`config.mk`:
```
export PLATFORM = sky130hd
export DESIGN_NAME = serial_sub_seq_flat
export DESIGN_NICKNAME = d
export VERILOG_FILES = /design/src/rtl/serial_sub_if.sv /design/src/rtl/serial_sub_seq.sv /design/src/flat_wrapper.sv
export SDC_FILE = /design/constraint.sdc
export NUM_CORES = 1
export LEC_CHECK = 0
export CAP_MARGIN = 20
export CELL_PAD_IN_SITES_DETAIL_PLACEMENT = 0
export CELL_PAD_IN_SITES_GLOBAL_PLACEMENT = 1
export CORE_MARGIN = 2
export CORE_UTILIZATION = 41
export CTS_CLUSTER_SIZE = 28
export DETAILED_ROUTE_END_ITERATION = 10
export PLACE_DENSITY_LB_ADDON = 0.1
export RECOVER_POWER = 25
export SETUP_SLACK_MARGIN = 0.4
export SLEW_MARGIN = 20
export SYNTH_ARGS = -nofsm -noshare
export SYNTH_HDL_FRONTEND = slang
export SYNTH_SLANG_ARGS = --single-unit
```
`constraint.sdc`:
```
create_clock -name clk -period 2.8 [get_ports clk]
set_input_delay 0.56 -clock clk [delete_from_list [all_inputs] [get_ports clk]]
set_output_delay 0.56 -clock clk [all_outputs]
set_load 0.03 [all_outputs]
```
`src/rtl/serial_sub_if.sv`:
```
// serial_sub_if: start/done handshake and operand/result bus of serial_sub_seq.
// ovf exists only when SERIAL_SUB_SIGNED_EN is defined.
interface serial_sub_if #(
    parameter int WIDTH = 8
) ();
    logic             start;
    logic [WIDTH-1:0] a;
    logic [WIDTH-1:0] b;
    logic             bin;
    logic             busy;
    logic             done;
    logic [WIDTH-1:0] d;
    logic             bout;
`ifdef SERIAL_SUB_SIGNED_EN
    logic             ovf;
`endif

    modport master (
        output start, a, b, bin,
        input  busy, done, d, bout
`ifdef SERIAL_SUB_SIGNED_EN
        , ovf
`endif
    );

    modport slave (
        input  start, a, b, bin,
        output busy, done, d, bout
`ifdef SERIAL_SUB_SIGNED_EN
        , ovf
`endif
    );
endinterface

```
`src/rtl/serial_sub_seq.sv`:
```
// serial_sub_seq: bit-serial {bout, d} = a - b - bin, LSB first, one bit per clock.
// Define SERIAL_SUB_SIGNED_EN to add the registered signed-overflow flag ovf.
module serial_sub_seq #(
    parameter int WIDTH = 8
) (
    input logic         clk,
    input logic         rst_n,
    serial_sub_if.slave bus
);
    localparam int CW = $clog2(WIDTH + 1);

    typedef enum logic [1:0] {IDLE, RUN, DONE} state_t;

    state_t           state_q, state_d;
    logic [WIDTH-1:0] a_q, a_d, b_q, b_d, d_q, d_d;
    logic [CW-1:0]    cnt_q, cnt_d;
    logic             br_q, br_d, bout_q, bout_d;
    logic             accept, last, di, br_nxt;
    logic [WIDTH:0]   d_sh;

    // DONE accepts a new start exactly like IDLE, giving back-to-back issue
    assign accept = (state_q != RUN) && bus.start;
    assign last   = cnt_q == CW'(WIDTH - 1);
    assign di     = a_q[0] ^ b_q[0] ^ br_q;
    assign br_nxt = (~a_q[0] & b_q[0]) | (~(a_q[0] ^ b_q[0]) & br_q);
    assign d_sh   = {di, d_q};

    always_ff @(posedge clk or negedge rst_n) begin
        if (!rst_n) begin
            state_q <= IDLE;
        end else begin
            state_q <= state_d;
        end
    end

    always_comb begin
        state_d = (state_q == RUN) ? (last ? DONE : RUN) : (bus.start ? RUN : IDLE);
    end

    always_comb begin
        a_d    = a_q;
        b_d    = b_q;
        br_d   = br_q;
        cnt_d  = cnt_q;
        d_d    = d_q;
        bout_d = bout_q;
        if (accept) begin
            a_d   = bus.a;
            b_d   = bus.b;
            br_d  = bus.bin;
            cnt_d = '0;
        end else if (state_q == RUN) begin
            a_d    = a_q >> 1;
            b_d    = b_q >> 1;
            br_d   = br_nxt;
            cnt_d  = cnt_q + 1'b1;
            d_d    = d_sh[WIDTH:1];
            bout_d = br_nxt;
        end
    end

    always_ff @(posedge clk or negedge rst_n) begin
        if (!rst_n) begin
            a_q    <= '0;
            b_q    <= '0;
            br_q   <= 1'b0;
            cnt_q  <= '0;
            d_q    <= '0;
            bout_q <= 1'b0;
        end else begin
            a_q    <= a_d;
            b_q    <= b_d;
            br_q   <= br_d;
            cnt_q  <= cnt_d;
            d_q    <= d_d;
            bout_q <= bout_d;
        end
    end

`ifdef SERIAL_SUB_SIGNED_EN
    logic sa_q, sa_d, sb_q, sb_d, ovf_q, ovf_d;

    // di on the last RUN cycle is the result sign bit
    always_comb begin
        sa_d  = accept ? bus.a[WIDTH-1] : sa_q;
        sb_d  = accept ? bus.b[WIDTH-1] : sb_q;
        ovf_d = (state_q == RUN && last) ? ((sa_q != sb_q) && (di != sa_q)) : ovf_q;
    end

    always_ff @(posedge clk or negedge rst_n) begin
        if (!rst_n) begin
            sa_q  <= 1'b0;
            sb_q  <= 1'b0;
            ovf_q <= 1'b0;
        end else begin
            sa_q  <= sa_d;
            sb_q  <= sb_d;
            ovf_q <= ovf_d;
        end
    end

    always_comb begin
        bus.ovf = ovf_q;
    end
`endif

    always_comb begin
        bus.busy = state_q == RUN;
        bus.done = state_q == DONE;
        bus.d    = d_q;
        bus.bout = bout_q;
    end
endmodule
```
`src/flat_wrapper.sv`:
```
// flat-port wrapper written by rule: the top's interface ports become plain ports
module serial_sub_seq_flat 
#(
    parameter int WIDTH = 8
)
  (clk, rst_n, bus_start, bus_a, bus_b, bus_bin, bus_busy, bus_done, bus_d, bus_bout);
  serial_sub_if #(.WIDTH(WIDTH)) bus_i ();
  input logic clk;
  input logic rst_n;
  input wire logic [$bits(bus_i.start)-1:0] bus_start;
  input wire logic [$bits(bus_i.a)-1:0] bus_a;
  input wire logic [$bits(bus_i.b)-1:0] bus_b;
  input wire logic [$bits(bus_i.bin)-1:0] bus_bin;
  output wire logic [$bits(bus_i.busy)-1:0] bus_busy;
  output wire logic [$bits(bus_i.done)-1:0] bus_done;
  output wire logic [$bits(bus_i.d)-1:0] bus_d;
  output wire logic [$bits(bus_i.bout)-1:0] bus_bout;
  assign bus_i.start = bus_start;
  assign bus_i.a = bus_a;
  assign bus_i.b = bus_b;
  assign bus_i.bin = bus_bin;
  assign bus_busy = bus_i.busy;
  assign bus_done = bus_i.done;
  assign bus_d = bus_i.d;
  assign bus_bout = bus_i.bout;
  serial_sub_seq #(.WIDTH(WIDTH)) u_core (.clk(clk), .rst_n(rst_n), .bus(bus_i));
endmodule
```
== Word level (Yosys, flattened, before mapping) ==
Cells that the tools add are included.
Word-level totals
  register bits after elaboration: 32
  latch bits: 0
  bits in writable memories: 0
  memory bits (read-only): 0
  bits of input ports: 20
  output and inout bits: 11
  word-level logic and storage cells: 34
  memories kept: 0
Operators by class
  $add $sub $neg: 1
  multiply operators: 0
  div/mod/pow operators: 0
  $lt $le $gt $ge: 0
  equal/unequal tests: 4
  shift-type cells: 0
  mux-type cells: 11
  bitwise gates (word level): 8
  reduce and logical (&&, ||, !) cells: 3
Operators by type and width (number)
  two-way mux 8 bit: 4
  two-way mux 4 bit: 2
  adder 4 x 1 -> 4 bit (second input constant): 1
  == test 4 x 3 -> 1 bit (second input constant): 1
  two-way mux 2 bit: 2
  two-way mux 1 bit: 3
  NOT 1 bit: 3
  bitwise AND 1 bit: 2
  == test 2 x 1 -> 1 bit (second input constant): 1
  == test 2 bit (second input constant): 1
  != test 2 x 1 -> 1 bit (second input constant): 1
  AND reduction 2 bit: 1
  nonzero test 2 bit: 1
  bitwise XOR 1 bit: 2
  logical AND 1 bit: 1
  bitwise OR 1 bit: 1

== Longest topological paths before layout ==
Gate-level depths: netlist (run 1).
  depth after elaboration: 6
  gate-level depth with buffers: 6

== Worst setup path before layout (run 1) ==
No wires, ideal clock.
  path type: register to output
  from: register u_core.state_q[1]
  to: output port bus_busy
  data arrival time: 0.958 ns
  data required time: 2.240 ns
  path slack: 1.282 ns
  cell stages (with the launch flop): 5
  path through: dfrtp_1 nand2b_1 buf_4 inv_4 buf_2
Between the ends
  word-level cells in the longest chain between the ends: 1
RTL lines
  start: declaration: line serial_sub_seq.sv:14  | state_t state_q, state_d;
  start signal: assignment: line serial_sub_seq.sv:32  | state_q <= state_d;
  == test 2 x 1 -> 1 bit: line serial_sub_seq.sv:108  | bus.busy = state_q == RUN;
  end: declaration: line flat_wrapper.sv:14  | output wire logic [$bits(bus_i.busy)-1:0] bus_busy;
No other way between the ends.

== Final worst setup path (run 1) ==
Ends and elaborated chain as after synthesis.

==> impl_metrics.env, run 1 <==
export IMPL_tritoncts_num_sinks=32
export IMPL_first_iter_violations=59
export IMPL_achievable_frequency_mhz=436
export IMPL_core_region_area_um2=3340
export IMPL_synth_fp_nets=159
export IMPL_dpl_worst_slack_ps=852
export IMPL_powerDensity_nw_per_um2=1120
export IMPL_wl_um=2530
export IMPL_arr_time_crit_path_ps=1730
export IMPL_violations="max-capacitance violations, max-slew violations"
export IMPL_post_drt_via_cell_ratio=4.84
export IMPL_tritoncts_num_buffers=5
export IMPL_finalSetupTns_ps=0
export IMPL_postSynthRegisterBits=32
export IMPL_power_ir_vdd_worst_mv=0.458
export IMPL_comb_power_share_pct=44.1
export IMPL_synth_yosys_warnings=0
export IMPL_die_area_um2=3950
export IMPL_setup_worst_path_class="reg2out"
export IMPL_power_leakage_uw=0.000898
export IMPL_result_of_the_run="finished with violations"
export IMPL_crit_path_start_kind="register"
export IMPL_post_drt_wl_per_cell_um=11.6
export IMPL_min_period_over_period_pct=81.9
export IMPL_timing_max_transition_violations_final=33
export IMPL_number_of_setup_buffers_added_after_cts=0
export IMPL_worst_r2r_path_depth=6
export IMPL_grt_overflow_total=0
export IMPL_synth_seq_area_share_pct=56.4
export IMPL_postCtsHoldBufs=0
export IMPL_hpwl_um=1700
export IMPL_yosys_cell_types_count=24
export IMPL_grt_max_degree=46
export IMPL_detailroute_via_count=1056
export IMPL_floorplan_initialDensity_pct=42.5
export IMPL_worst_path_max_fanout=15
export IMPL_worstHoldPathType="reg2reg"
export IMPL_finalHoldWorstSlack_ps=482
export IMPL_cap_violations=1
export IMPL_final_instance_area_um2=1860
export IMPL_net_sw_power_uw=810
export IMPL_p_seq_share_pct=36.9
export IMPL_cts_root_buffer="sky130_fd_sc_hd__clkbuf_4"
export IMPL_post_route_worst_setup_slack_ps=507
export IMPL_wire_length_of_the_first_global_routing_pass_um=4550
export IMPL_p_clk_share_pct=18.9
export IMPL_required_ps=2240
export IMPL_ios=31
export IMPL_placement_rows=21
export IMPL_drc=0
export IMPL_portBuffers=30
export IMPL_hp_start="u_core.bus.d[0]"
export IMPL_drive_above_1_share_pct=9.30
export IMPL_ctsHtreeMaxLevel=2
export IMPL_areaGrowthSynthToFinish_pct=31.3
export IMPL_unrepaired_setup_endpoints_after_global_routing="false"
export IMPL_insertion_delay_ps=340
export IMPL_drtAntennaViolNets=0
export IMPL_clk_pin_slew_worst_paths_ps=100
export IMPL_antenna_found_initial=0
export IMPL_worst_slew_pin_slew_ps=1670
export IMPL_synthesis_area_per_instance_um2=10.4
export IMPL_via_count_of_the_first_global_routing_pass=1059
export IMPL_clk_path_buf_depth=2
export IMPL_worst_clock_skew_ps=12.3
export IMPL_die_width_um=62.8
export IMPL_endpoint_kind="primary output"
export IMPL_final_hold_violation_count=0
export IMPL_postPlaceCellArea_um2=1770
export IMPL_final_nets=193
export IMPL_holdPathStages=2
export IMPL_p_int_uw=1270
export IMPL_critical_path_reg2reg_endpoint="u_core.cnt_q[3]"
export IMPL_hold_end="u_core.bus.d[0]"
export IMPL_gr_usage_all_layers_pct=15.1
export IMPL_power_switching_fraction_pct=38.9
export IMPL_first_pass_iters=4
export IMPL_finalWorstPathRequiredPeriod_ps=2290
export IMPL_place_gp_congestion=0.678
export IMPL_synth_cells=137
export IMPL_rr_startpoint="u_core.state_q[1]"
export IMPL_cts_tree="yes"
export IMPL_netlist_area_um2=1420
export IMPL_cts_repair_resized=0
export IMPL_relSlewSlack_pct=-11.2
export IMPL_total_power_uw=2080
export IMPL_die_height_um=62.8
export IMPL_setup_reg_to_reg_worst_slack_ps=1120
export IMPL_finalSetupViolCount=0
export IMPL_num_antenna_cells=0
==> layout by cell type (no fill, tap or decap), types with 2 or more instances in the layout <==
master and n:
sky130_fd_sc_hd__clkbuf_8 2, sky130_fd_sc_hd__dfrtp_1 32, sky130_fd_sc_hd__inv_1 2, sky130_fd_sc_hd__o21ai_0 15, sky130_fd_sc_hd__mux2i_1 16, sky130_fd_sc_hd__buf_4 4
sky130_fd_sc_hd__clkbuf_4 5, sky130_fd_sc_hd__nand2_1 44, sky130_fd_sc_hd__nor3_1 2, sky130_fd_sc_hd__nor2_1 4, sky130_fd_sc_hd__clkdlybuf4s50_1 29
==> state kept, by name, summed over array words and instances (netlist names) <==
name,count
u_core.a_q,8
u_core.br_q,1
u_core.bus.d,8
u_core.bus.bout,1
u_core.b_q,8
u_core.state_q,2
u_core.cnt_q,4
==> worst max path at each step <==
stage	startpoint	end	slack (ps)	cells after the start
2_1_floorplan	u_core.state_q[1]	bus_busy	1280	4
3_3_place_gp	u_core.state_q[1]	bus_busy	870	4
3_5_place_dp	u_core.state_q[1]	bus_busy	850	4
4_1_cts	u_core.state_q[1]	bus_busy	480	4
5_1_grt	rst_n	u_core.a_q[0]	270	2
6_report	u_core.state_q[1]	bus_busy	510	4
==> power by group through the flow <==
stage,clock network (µW),registers (µW),logic [µW]
2_1_floorplan,0,881,543
3_3_place_gp,0,771,902
3_5_place_dp,0,780,931
4_1_cts,411,771,937
5_1_grt,436,796,1030
6_report,394,770,919
==> Yosys cell counts <==
cell type / number / area share (%)
sky130_fd_sc_hd__a211o_1: 1 / 0.62
sky130_fd_sc_hd__buf_2: 6 / 2.1
sky130_fd_sc_hd__mux2i_4: 1 / 1.6
sky130_fd_sc_hd__dfrtp_1: 32 / 56
sky130_fd_sc_hd__inv_1: 2 / 0.53
sky130_fd_sc_hd__buf_4: 1 / 0.53
sky130_fd_sc_hd__o211a_1: 1 / 0.71
sky130_fd_sc_hd__o21ai_0: 15 / 5.3
sky130_fd_sc_hd__mux2_4: 1 / 1.1
sky130_fd_sc_hd__nand2_1: 44 / 12
sky130_fd_sc_hd__and3_1: 1 / 0.44
sky130_fd_sc_hd__ha_1: 1 / 0.88
sky130_fd_sc_hd__nand3b_1: 1 / 0.53
sky130_fd_sc_hd__nor2b_1: 1 / 0.44
sky130_fd_sc_hd__nor2_1: 4 / 1.1
sky130_fd_sc_hd__a21oi_1: 1 / 0.35
sky130_fd_sc_hd__fa_1: 1 / 1.4
sky130_fd_sc_hd__clkbuf_2: 1 / 0.35
sky130_fd_sc_hd__inv_4: 1 / 0.44
sky130_fd_sc_hd__nor3_1: 2 / 0.71
sky130_fd_sc_hd__mux2_2: 1 / 0.79
sky130_fd_sc_hd__nand3_1: 1 / 0.35
sky130_fd_sc_hd__mux2i_1: 16 / 11
sky130_fd_sc_hd__nand2b_1: 1 / 0.44
==> layer usage <==
| metal | wire length, µm | global-route usage, % | vias up |
|---|---|---|---|
| met3 | 150 | 6.13 | 6 |
| met4 | 60 | 6.67 | 0 |
| met5 | 0 | 0 | - |
| li1 | - | - | 520 |
| met2 | 1270 | 27.2 | 35 |
| met1 | 1050 | 15.4 | 495 |
==> worst max-delay path, stage by stage (launching register included) <==
cell,delay (ps)
sky130_fd_sc_hd__dfrtp_1,370
sky130_fd_sc_hd__nand2b_1,140
sky130_fd_sc_hd__buf_4,190
sky130_fd_sc_hd__inv_4,60
sky130_fd_sc_hd__clkdlybuf4s50_1,650
==> metrics by stage <==
stage,utilization (%),instances
after floorplan,-,137
final,55.8,218
after global placement,53.1,210
after global routing,55.8,218
after detailed placement,53.1,210
after CTS,55.9,218
==> cell type report <==
type / count / area (µm²)
clock inverter: 1 / 30.0
tap: 46 / 57.6
timing repair buffer: 35 / 334
clock buffer: 7 / 65.1
fill: 324 / 1470
multi-input combinational: 94 / 562
sequential: 32 / 801
inverter: 3 / 13.8
==> cell families after synthesis <==
family,count (synthesis),synth area share [%]
adder cells (fa/ha/maj),2,2.29
AND/OR/NAND/NOR,55,15.6
multiplexers,19,14.7
AO/OA/AOI/OAI,18,6.97
flip-flops,32,56.4
buffers and inverters,11,3.97
(Power assumes the default switching activity.)
==> run 2, diff against run 1 <==
Settings changed: CORE_UTILIZATION 41 to 38.
Clock period 2.8 ns to 2.4 ns, I/O delays scaled along.
==> impl_metrics.env, run 2 (synthesized netlist as in run 1, its figures left out) <==
export IMPL_result_of_the_run="complete, no violations"
export IMPL_placement_rows=22
export IMPL_ios=31
export IMPL_grt_overflow_total=0
export IMPL_postCtsHoldBufs=0
export IMPL_power_leakage_uw=0.000889
export IMPL_unrepaired_setup_endpoints_after_global_routing="false"
export IMPL_clk_pin_slew_worst_paths_ps=60
export IMPL_cts_tree="yes"
export IMPL_cap_violations=0
export IMPL_arr_time_crit_path_ps=1430
export IMPL_finalSetupTns_ps=0
export IMPL_min_period_over_period_pct=79.7
export IMPL_drive_above_1_share_pct=8.19
export IMPL_die_width_um=65.1
export IMPL_p_int_uw=1440
export IMPL_crit_path_start_kind="register"
export IMPL_tritoncts_num_sinks=32
export IMPL_portBuffers=30
export IMPL_wire_length_of_the_first_global_routing_pass_um=4310
export IMPL_cp_slowest_cell="sky130_fd_sc_hd__clkdlybuf4s50_1"
export IMPL_post_drt_wl_per_cell_um=11.5
export IMPL_post_drt_via_cell_ratio=4.65
export IMPL_power_ir_vdd_worst_mv=0.457
export IMPL_powerDensity_nw_per_um2=1280
export IMPL_postPlaceCellArea_um2=1770
export IMPL_final_hold_violation_count=0
export IMPL_first_pass_iters=4
export IMPL_floorplan_initialDensity_pct=39.0
export IMPL_hpwl_um=1660
export IMPL_worst_slew_pin_slew_ps=782
export IMPL_grt_max_degree=46
export IMPL_net_sw_power_uw=944
export IMPL_die_height_um=65.1
export IMPL_timing_critical_path_cells="nor2b_1, clkdlybuf4s50_1"
export IMPL_finalSetupViolCount=0
export IMPL_relSlewSlack_pct=47.9
export IMPL_first_iter_violations=44
export IMPL_gr_usage_all_layers_pct=13.7
export IMPL_total_power_uw=2380
export IMPL_finalWorstPathRequiredPeriod_ps=1910
export IMPL_tritoncts_num_buffers=5
export IMPL_drtAntennaViolNets=0
export IMPL_num_antenna_cells=0
export IMPL_cp_buffers_inverters=1
export IMPL_final_nets=192
export IMPL_areaGrowthSynthToFinish_pct=30.6
export IMPL_core_region_area_um2=3630
export IMPL_cts_root_buffer="sky130_fd_sc_hd__clkbuf_8"
export IMPL_die_area_um2=4240
export IMPL_drc=0
export IMPL_achievable_frequency_mhz=523
export IMPL_finalHoldWorstSlack_ps=477
export IMPL_setup_worst_path_class="reg2out"
export IMPL_detailroute_via_count=1018
export IMPL_p_clk_share_pct=17.6
export IMPL_endpoint_kind="primary output"
export IMPL_via_count_of_the_first_global_routing_pass=1016
export IMPL_final_fill_count=350
export IMPL_final_instance_area_um2=1850
export IMPL_wl_um=2520
export IMPL_timing_max_transition_violations_final=0
export IMPL_timing_critical_path_max_delay_family="buffers and inverters"
export IMPL_worst_clock_skew_ps=3.41
export IMPL_commonest_non_fill_non_tap_cell_in_the_layout="sky130_fd_sc_hd__nand2_1"
export IMPL_final_cell_mix="sky130_fd_sc_hd__nand2_1, sky130_fd_sc_hd__dfrtp_1, sky130_fd_sc_hd__clkdlybuf4s50_1"
export IMPL_required_ps=1920
export IMPL_insertion_delay_ps=280
export IMPL_ctsHtreeMaxLevel=2
export IMPL_worstHoldPathType="reg2reg"
export IMPL_power_switching_fraction_pct=39.7
export IMPL_worst_path_max_fanout=2
export IMPL_comb_power_share_pct=44.6
export IMPL_clk_path_buf_depth=2
export IMPL_place_gp_congestion=0.662
export IMPL_p_seq_share_pct=37.9
export IMPL_cpPeakStageDelay_ps=670
export IMPL_antenna_found_initial=0
-- run 2: tightest hold or removal path, stage by stage, from the launching register on --
cell	delay, ps
sky130_fd_sc_hd__dfrtp_1	340
sky130_fd_sc_hd__nand2_1	40
sky130_fd_sc_hd__o21ai_0	60
-- run 2: area by class of cell --
class / count / area [µm²] / share of cell area (%)
Sequential cell: 32 / 801 / 43.2
Multi-Input combinational cell: 94 / 562 / 30.3
Timing Repair Buffer: 34 / 327 / 17.6
Clock buffer: 8 / 90.1 / 4.86
Tap cell: 48 / 60.1 / 3.24
Inverter: 3 / 13.8 / 0.743
-- run 2: what timing repair did --
item	CTS	global route
setup buffers	0	0
resized for setup	1	0
setup endpoints to repair	1	0
-- run 2: metrics by stage --
step / setup slack [ps] / utilization (%) / cells
after floorplan: 962 / - / 137
after global placement: 615 / 48.6 / 211
after detailed placement: 576 / 48.6 / 211
after CTS: 477 / 51.1 / 219
after global routing: 425 / 51.0 / 219
final: 488 / 51.0 / 219
-- run 2: path summary, 6_finish.rpt --
path,startpoint,to,slack (ps),cells past startpoint
min,u_core.a_q[2],u_core.a_q[1],480,2
min reg2reg,u_core.a_q[2],u_core.a_q[1],480,2
max reg2reg,u_core.state_q[1],u_core.cnt_q[3],840,5
min in group asynchronous,rst_n,u_core.bus.d[0],810,2
max in group asynchronous,rst_n,u_core.b_q[6],1090,2
max,u_core.state_q[0],bus_done,490,2
-- run 2: routing by layer --
metal | global-route usage [%] | vias to the layer above | part of all wire, %
li1 | - | 514 | -
met1 | 15.3 | 477 | 45
met2 | 23.6 | 23 | 48
met3 | 4.62 | 4 | 4.9
met4 | 6.25 | 0 | 1.4
met5 | 0 | - | 0
-- run 2: power groups by stage --
stage               sequential [µW]  clock [µW]  combinational [µW]
global route                    929         461                1180
finish                          901         418                1060
global placement                899           0                1060
detailed placement              911           0                1090
floorplan                      1030           0                 634
CTS                             902         433                1080
==> run 3, diff against run 2 <==
Settings changed: CORE_UTILIZATION 38 to 34.
Clock period 2.4 ns to 1.7 ns, I/O delays scaled along.
==> impl_metrics.env, run 3 (synthesized netlist as in run 1, its figures left out) <==
export IMPL_rr_startpoint="u_core.state_q[1]"
export IMPL_drtAntennaViolNets=0
export IMPL_relSlewSlack_pct=47.2
export IMPL_hpwl_um=1800
export IMPL_endpoint="bus_busy"
export IMPL_ios=31
export IMPL_drive_above_1_share_pct=19.3
export IMPL_final_nets=197
export IMPL_final_cell_mix="sky130_fd_sc_hd__nand2_1, sky130_fd_sc_hd__dfrtp_1, sky130_fd_sc_hd__clkdlybuf4s50_1"
export IMPL_core_region_area_um2=4000
export IMPL_areaGrowthSynthToFinish_pct=34.6
export IMPL_cts_root_buffer="sky130_fd_sc_hd__clkbuf_8"
export IMPL_die_height_um=68.6
export IMPL_result_of_the_run="complete, no violations"
export IMPL_placement_rows=23
export IMPL_ctsHtreeMaxLevel=2
export IMPL_commonest_non_fill_non_tap_cell_in_the_layout="sky130_fd_sc_hd__nand2_1"
export IMPL_floorplan_initialDensity_pct=35.5
export IMPL_die_area_um2=4710
export IMPL_post_drt_via_cell_ratio=4.69
export IMPL_wire_length_of_the_first_global_routing_pass_um=4910
export IMPL_postCtsHoldBufs=0
export IMPL_critical_path_reg2reg_endpoint="u_core.cnt_q[2]"
export IMPL_worst_path_max_fanout=2
export IMPL_portBuffers=30
export IMPL_setup_worst_path_class="reg2out"
export IMPL_crit_path_start_kind="register"
export IMPL_wl_um=2840
export IMPL_finalWorstPathRequiredPeriod_ps=1350
export IMPL_tritoncts_num_sinks=32
export IMPL_finalSetupViolCount=0
export IMPL_worst_slew_pin_slew_ps=792
export IMPL_final_hold_violation_count=0
export IMPL_tritoncts_num_buffers=5
export IMPL_grt_max_degree=33
export IMPL_worstHoldPathType="reg2reg"
export IMPL_power_ir_vdd_worst_mv=0.633
export IMPL_finalSetupTns_ps=0
export IMPL_worst_clock_skew_ps=5.11
export IMPL_p_int_uw=2120
export IMPL_grt_overflow_total=0
export IMPL_first_pass_iters=4
export IMPL_final_instance_area_um2=1910
export IMPL_power_leakage_uw=0.000952
export IMPL_detailroute_via_count=1059
export IMPL_powerDensity_nw_per_um2=1870
export IMPL_p_seq_share_pct=35.8
export IMPL_worst_r2r_path_depth=5
export IMPL_register_area_um2=801
export IMPL_achievable_frequency_mhz=743
export IMPL_insertion_delay_ps=270
export IMPL_unrepaired_setup_endpoints_after_global_routing="true"
export IMPL_net_sw_power_uw=1440
export IMPL_first_iter_violations=59
export IMPL_worstSetupStartpoint="u_core.state_q[1]"
export IMPL_cpPeakStageDelay_ps=380
export IMPL_endpoint_kind="primary output"
export IMPL_via_count_of_the_first_global_routing_pass=1088
export IMPL_setup_reg_to_reg_worst_slack_ps=460
export IMPL_clk_pin_slew_worst_paths_ps=70
export IMPL_timing_critical_path_cells="nand2b_4, inv_8, buf_6"
export IMPL_die_width_um=68.6
export IMPL_cp_slowest_cell="sky130_fd_sc_hd__dfrtp_1"
export IMPL_num_antenna_cells=0
export IMPL_cts_tree="yes"
export IMPL_postLayoutCoreUtil_pct=47.7
export IMPL_arr_time_crit_path_ps=1010
export IMPL_clk_path_buf_depth=2
export IMPL_multiInputGateArea_um2=581
export IMPL_gr_usage_all_layers_pct=14.4
export IMPL_p_clk_share_pct=16.5
export IMPL_timing_max_transition_violations_final=0
export IMPL_comb_power_share_pct=47.7
export IMPL_place_gp_congestion=0.703
export IMPL_drc=0
export IMPL_antenna_found_initial=0
export IMPL_min_period_over_period_pct=79.2
export IMPL_post_drt_wl_per_cell_um=12.6
export IMPL_final_fill_count=406
export IMPL_hp_start="u_core.bus.d[0]"
export IMPL_power_switching_fraction_pct=40.5
export IMPL_postPlaceCellArea_um2=1770
export IMPL_cap_violations=0
export IMPL_required_ps=1360
==> run 3: cell types whose count changed in the layout (fill, tap and decap cells not counted), moves of 2 or more <==
cell and delta:
sky130_fd_sc_hd__buf_12 +2, sky130_fd_sc_hd__buf_2 +10, sky130_fd_sc_hd__buf_6 +2, sky130_fd_sc_hd__clkbuf_1 -2, sky130_fd_sc_hd__clkdlybuf4s50_1 -11, sky130_fd_sc_hd__clkinv_2 +2
==> run 3: what timing repair did <==
action / 4_1_cts / 5_1_grt
cloned: 1 / 1
endpoints found under the setup margin: 18 / 18
buffers inserted: 2 / 0
gates resized for setup: 52 / 18
==> run 3: cell type report <==
cell class              count  share of cell area (%)
repair inverters            1                   0.328
inverters                   3                   0.983
well taps                  50                    3.28
clock buffers               6                    4.33
flip-flops and latches     32                    41.9
repair buffers             38                    18.2
clock inverters             2                   0.524
multi-input cells          94                    30.4
==> run 3: how the worst min path moves through the flow <==
| stage | end | slack, ps | cells after the start |
|---|---|---|---|
| floorplan | u_core.a_q[0] | 40 | 0 |
| global placement | u_core.bus.d[0] | 460 | 2 |
| detailed placement | u_core.a_q[3] | 470 | 2 |
| CTS | u_core.a_q[3] | 480 | 2 |
| global route | u_core.b_q[3] | 510 | 2 |
| finish | u_core.bus.d[0] | 480 | 2 |
==> run 3: critical path, delay by kind of cell (launching register included) <==
kind | cells | cell delay, ps
and+or+nand+nor | 1 | 170
DFF | 1 | 380
buffers and inverters | 2 | 180
==> run 3: routing by layer <==
layer | share of wire (%) | vias to the layer above | global-route usage (%)
met5 | 0 | - | 0
met4 | 0.67 | 0 | 5.25
met3 | 4.5 | 2 | 4.87
met2 | 51 | 22 | 23.0
met1 | 44 | 511 | 18.1
li1 | - | 524 | -
==> run 3: per-stage QoR <==
stage	hold WS [ps]	setup WS [ps]	total power [µW]	std cells
4_1_cts	485	367	3490	225
5_1_grt	513	316	3920	226
3_3_place_gp	459	187	2760	214
3_5_place_dp	468	157	2820	214
6_report	477	354	3560	226
2_1_floorplan	44.4	402	2350	137
==> run 3: power groups by stage <==
stage	Sequential, µW	Combinational [µW]	Clock, µW
after floorplan	1450	895	0
after global placement	1270	1490	0
after detailed placement	1280	1530	0
after CTS	1270	1600	619
after global routing	1320	1950	655
final	1280	1700	587
